==> src/rtl/mem_wb_writer.sv <==
// mem_wb_writer: MEM->WB pipeline register and regfile write driver.
// Extends load data in the MEM cycle, captures the final write data into the
// WB register, drives the regfile write port, the ID bypass bus, and counts
// retired instructions.
// Optional trace port: define MEM_WB_DEBUG_EN to drive debug_* from WB state;
// otherwise the debug_* ports are tied to zero.
module mem_wb_writer #(
  parameter int unsigned RETIRE_W = 32
) (
  input  logic                clk,
  input  logic                rst,
  input  logic                stall,
  input  logic                flush,
  input  logic                mem_valid,
  input  logic                mem_we,
  input  logic [4:0]          mem_waddr,
  input  logic [31:0]         mem_result,
  input  logic [2:0]          mem_load_type,
  input  logic [1:0]          mem_addr_lo,
  input  logic [31:0]         mem_pc,
  input  logic [31:0]         data_sram_rdata,
  output logic                rf_we,
  output logic [4:0]          rf_waddr,
  output logic [31:0]         rf_wdata,
  output logic                fwd_we,
  output logic [4:0]          fwd_waddr,
  output logic [31:0]         fwd_wdata,
  output logic [31:0]         wb_pc,
  output logic [RETIRE_W-1:0] retire_cnt,
  output logic [31:0]         debug_wb_pc,
  output logic [3:0]          debug_wb_rf_wen,
  output logic [4:0]          debug_wb_rf_wnum,
  output logic [31:0]         debug_wb_rf_wdata
);

  localparam int unsigned XLEN = 32;
  localparam int unsigned RW   = 5;

  localparam logic [2:0] LT_LB  = 3'b001;
  localparam logic [2:0] LT_LBU = 3'b010;
  localparam logic [2:0] LT_LH  = 3'b011;
  localparam logic [2:0] LT_LHU = 3'b100;
  localparam logic [2:0] LT_LW  = 3'b101;

  typedef struct packed {
    logic            valid;
    logic            we;
    logic [RW-1:0]   waddr;
    logic [XLEN-1:0] wdata;
    logic [XLEN-1:0] pc;
  } wb_reg_t;

  wb_reg_t         wb_q;
  wb_reg_t         wb_d;
  logic [7:0]      byte_sel;
  logic [15:0]     half_sel;
  logic [XLEN-1:0] load_data;

  // Lane select and sign/zero extension of the load data (MEM cycle)
  always_comb begin
    byte_sel  = data_sram_rdata[7:0];
    half_sel  = data_sram_rdata[15:0];
    load_data = mem_result;
    case (mem_addr_lo)
      2'd0:    byte_sel = data_sram_rdata[7:0];
      2'd1:    byte_sel = data_sram_rdata[15:8];
      2'd2:    byte_sel = data_sram_rdata[23:16];
      default: byte_sel = data_sram_rdata[31:24];
    endcase
    // addr_lo[0] is ignored for halfwords; misalignment faults upstream
    if (mem_addr_lo[1]) begin
      half_sel = data_sram_rdata[31:16];
    end
    case (mem_load_type)
      LT_LB:   load_data = {{24{byte_sel[7]}}, byte_sel};
      LT_LBU:  load_data = {24'h000000, byte_sel};
      LT_LH:   load_data = {{16{half_sel[15]}}, half_sel};
      LT_LHU:  load_data = {16'h0000, half_sel};
      LT_LW:   load_data = data_sram_rdata;
      default: load_data = mem_result;
    endcase
  end

  // Next WB register contents: bubble on stall or flush
  always_comb begin
    wb_d = '0;
    if (!(stall || flush)) begin
      wb_d.valid = mem_valid;
      wb_d.we    = mem_we;
      wb_d.waddr = mem_waddr;
      wb_d.wdata = load_data;
      wb_d.pc    = mem_pc;
    end
  end

  // WB pipeline register
  always_ff @(posedge clk) begin
    if (rst) begin
      wb_q <= '0;
    end else begin
      wb_q <= wb_d;
    end
  end

  // Retired-instruction counter; counts every valid WB instruction, wraps
  always_ff @(posedge clk) begin
    if (rst) begin
      retire_cnt <= '0;
    end else if (wb_q.valid) begin
      retire_cnt <= retire_cnt + RETIRE_W'(1);
    end
  end

  // Regfile write port; writes to $0 are never issued
  assign rf_we    = wb_q.valid & wb_q.we & (wb_q.waddr != '0);
  assign rf_waddr = wb_q.waddr;
  assign rf_wdata = wb_q.wdata;
  assign wb_pc    = wb_q.pc;

  // Same-cycle bypass to ID
  assign fwd_we    = rf_we;
  assign fwd_waddr = rf_waddr;
  assign fwd_wdata = rf_wdata;

`ifdef MEM_WB_DEBUG_EN
  // Trace port mirrors the WB write
  assign debug_wb_pc       = wb_q.pc;
  assign debug_wb_rf_wen   = {4{rf_we}};
  assign debug_wb_rf_wnum  = rf_waddr;
  assign debug_wb_rf_wdata = rf_wdata;
`else
  assign debug_wb_pc       = '0;
  assign debug_wb_rf_wen   = '0;
  assign debug_wb_rf_wnum  = '0;
  assign debug_wb_rf_wdata = '0;
`endif

endmodule

==> config.mk <==
export PLATFORM = sky130hd
export DESIGN_NAME = mem_wb_writer
export DESIGN_NICKNAME = d
export VERILOG_FILES = /design/src/rtl/mem_wb_writer.sv
export SDC_FILE = /design/constraint.sdc
export NUM_CORES = 1
export LEC_CHECK = 0
export CAP_MARGIN = 20
export CORE_AREA = 2 2 127 129
export CTS_BUF_LIST = sky130_fd_sc_hd__clkbuf_4
export DETAILED_ROUTE_END_ITERATION = 6
export DIE_AREA = 0 0 129 131
export PLACE_DENSITY = 0.78
export SETUP_SLACK_MARGIN = 0.1
export SYNTH_ARGS = -nofsm -noshare
export SYNTH_HDL_FRONTEND = slang
export SYNTH_SLANG_ARGS = --single-unit
export TNS_END_PERCENT = 1
==> constraint.sdc <==
create_clock -name clk -period 6.5 [get_ports clk]
set_input_delay 1.3 -clock clk [delete_from_list [all_inputs] [get_ports clk]]
set_output_delay 1.3 -clock clk [all_outputs]
set_load 0.1 [all_outputs]
==> flow_metrics.env <==
export IMPL_status="finished, final reports clean"
export IMPL_clockBufferDepth=2
export IMPL_drt_iter0_drc=426
export IMPL_synth_edf_count=0
export IMPL_multi_input_area_um2=2650
export IMPL_cts_sinks=103
export IMPL_cts_clk_slew_worst_paths_ns=0.18
export IMPL_dieArea_um2=16900
export IMPL_fillers=1516
export IMPL_vias=4974
export IMPL_ys_flop_type="dfxtp_1"
export IMPL_synth_most_common_cell="buf_4"
export IMPL_initial_utilization=0.384
export IMPL_final_min_clock_period_ns=3.88
export IMPL_synth_area_per_cell_um2=8.61
export IMPL_synth_area_leaders="dfxtp_1 34%, buf_4 23%, and2_1 4.1%, a21oi_1 4.0%, o21ai_0 3.0%"
export IMPL_h_tree_depth=3
export IMPL_nNetsFinal=930
export IMPL_synth_cell_types=50
export IMPL_io_pins=325
export IMPL_endpoint_kind="primary output"
export IMPL_worst_pin_slew_ns=1.04
export IMPL_numCtsBuffers=9
export IMPL_area_delta_synth_final_pct=29.0
export IMPL_ys_seq_elements=103
export IMPL_setup_tns_ns=0
export IMPL_p_leak_nw=2.85
export IMPL_yosysTopAreaCellShare=0.344
export IMPL_slew_viol_final=0
export IMPL_post_cts_buffers=0
export IMPL_wirelength_mm=16.5
export IMPL_cts_tree="built"
export IMPL_worstPathMaxFanout=3
export IMPL_wl_per_cell_um=15.9
export IMPL_worst_slack_ns=2.62
export IMPL_ys_warn_count=0
export IMPL_cts_resized=0
export IMPL_dp_hpwl_mm=12.7
export IMPL_port_buffers=251
export IMPL_crit_type="flop to primary output"
export IMPL_viasPerCell=4.79
export IMPL_dieWidth_um=129
export IMPL_ant_nets=0
export IMPL_grt_max_degree=73
export IMPL_syn_area_um2=5990
export IMPL_layout_drive_gt1_share=0.0462
export IMPL_regArea_um2=2060
export IMPL_max_freq_mhz=258
export IMPL_synth_cells=696
export IMPL_num_antenna_cells=0
export IMPL_cts_root_buf="clkbuf_4"
export IMPL_drc_errors=0
export IMPL_coreArea_um2=15600
export IMPL_pre_cts_ws_ns=2.81
export IMPL_rows=46
export IMPL_min_period_over_period=0.596
export IMPL_finalHoldViolCount=0
export IMPL_hold_class="flop to flop"
export IMPL_fin_skew_ns=0.0103
export IMPL_dr_pass1_iters=5
export IMPL_seq_area_frac_synth=0.344
export IMPL_cts_hold_buf=0
export IMPL_grt_pass1_vias=4470
export IMPL_maxSlewHeadroom=0.307
export IMPL_worstSkewPairLatency_ns=0.48
export IMPL_required_ns=5.20
export IMPL_setup_viol=0
export IMPL_place_congestion=0.853
export IMPL_final_util=0.496
export IMPL_rsz0062_at_grt="no"
export IMPL_arrival_ns=2.58
export IMPL_die_y_um=131
export IMPL_grt_pass1_wl_mm=23.9
export IMPL_antenna_found_initial=0
export IMPL_grt_use_total=0.185
export IMPL_ir_drop_mv=0.116
export IMPL_synth_top_cell_by_area="dfxtp_1"
export IMPL_hold_ws_ns=0.520
export IMPL_power_density_nw_per_um2=203
export IMPL_globalRouteOverflowTotal=0
export IMPL_drv_cap=0
export IMPL_ys_top_cells_by_count="180 x buf_4, 103 x dfxtp_1, 48 x a21oi_1, 39 x and2_1"
export IMPL_async_flop_share=0
export IMPL_cp_start_kind="flop"
-- state kept, by name (all words and copies together), names as in the netlist --
signal,flops
wb_q,2
wb_pc,32
fwd_wdata,32
fwd_waddr,5
retire_cnt,32
-- layout by cell type (no fill, tap or decap), types with 4 or more instances in the layout --
cell,count
mux4_2,7
nor2_1,24
xnor2_1,4
a31oi_1,8
o31ai_1,12
nand4_1,8
a211oi_1,4
a21o_1,4
inv_1,10
and2_1,39
o21ai_0,36
clkbuf_4,9
o2111ai_1,9
a21oi_1,47
or3_1,13
xor2_1,8
clkdlybuf4s50_1,251
nor2b_1,7
conb_1,73
and4_1,5
o2bb2ai_1,8
nand2_1,36
nand3_1,11
mux2i_1,10
or4_1,11
buf_4,6
a22oi_1,8
a22o_1,8
dfxtp_1,103
-- final cells by class --
class | count | share of cell area
well taps | 216 | 0.0349
clock buffers | 9 | 0.00874
clock inverters | 7 | 0.0110
flip-flops and latches | 103 | 0.267
repair buffers | 257 | 0.331
inverters | 11 | 0.00534
multi-input cells | 435 | 0.343
-- layer usage --
layer / global-route usage / wire length, um / vias up
met5: 0 / 0 / -
met3: 0.0419 / 1350 / 21
met1: 0.221 / 6350 / 2306
li1: - / - / 2409
met4: 0.0767 / 375 / 0
met2: 0.323 / 8440 / 238
-- stage by stage --
step	cells	cell area [um^2]	total power [mW]
2_1_floorplan	768	6260	1.14
3_3_place_gp	1021	7570	1.21
3_5_place_dp	1021	7570	1.21
4_1_cts	1037	7730	1.59
5_1_grt	1038	7730	1.63
6_report	1038	7730	1.57
-- power by group --
group          switching [mW]  internal [mW]
Clock                   0.242          0.125
Sequential            0.00853          0.646
Combinational           0.420          0.128
-- final timing paths --
kind / start / end / slack (ns) / cells past startpoint
hold / removal: retire_cnt[20] / retire_cnt[20] / 0.52 / 2
setup reg to reg: retire_cnt[0] / retire_cnt[24] / 4.03 / 5
hold reg to reg: retire_cnt[20] / retire_cnt[20] / 0.52 / 2
setup / recovery: fwd_waddr[1] / rf_we / 2.62 / 3
-- worst max-delay path, cell delays in order, from the launching register on --
cell and delay [ns]:
dfxtp_1 0.36, or3_1 0.38, o311a_2 0.34, clkdlybuf4s50_1 1.01
-- cell families after synthesis --
| kind of cell | synth area share |
|---|---|
| AOI/OAI and AO/OA | 0.165 |
| buffers and inverters | 0.260 |
| other | 0.000626 |
| DFF | 0.344 |
| muxes | 0.0505 |
| adders and majority gates | 0.00209 |
| and+or+nand+nor | 0.159 |
| xor gates and xnor gates | 0.0175 |
No activity file was read; power rests on OpenSTA's default activity.
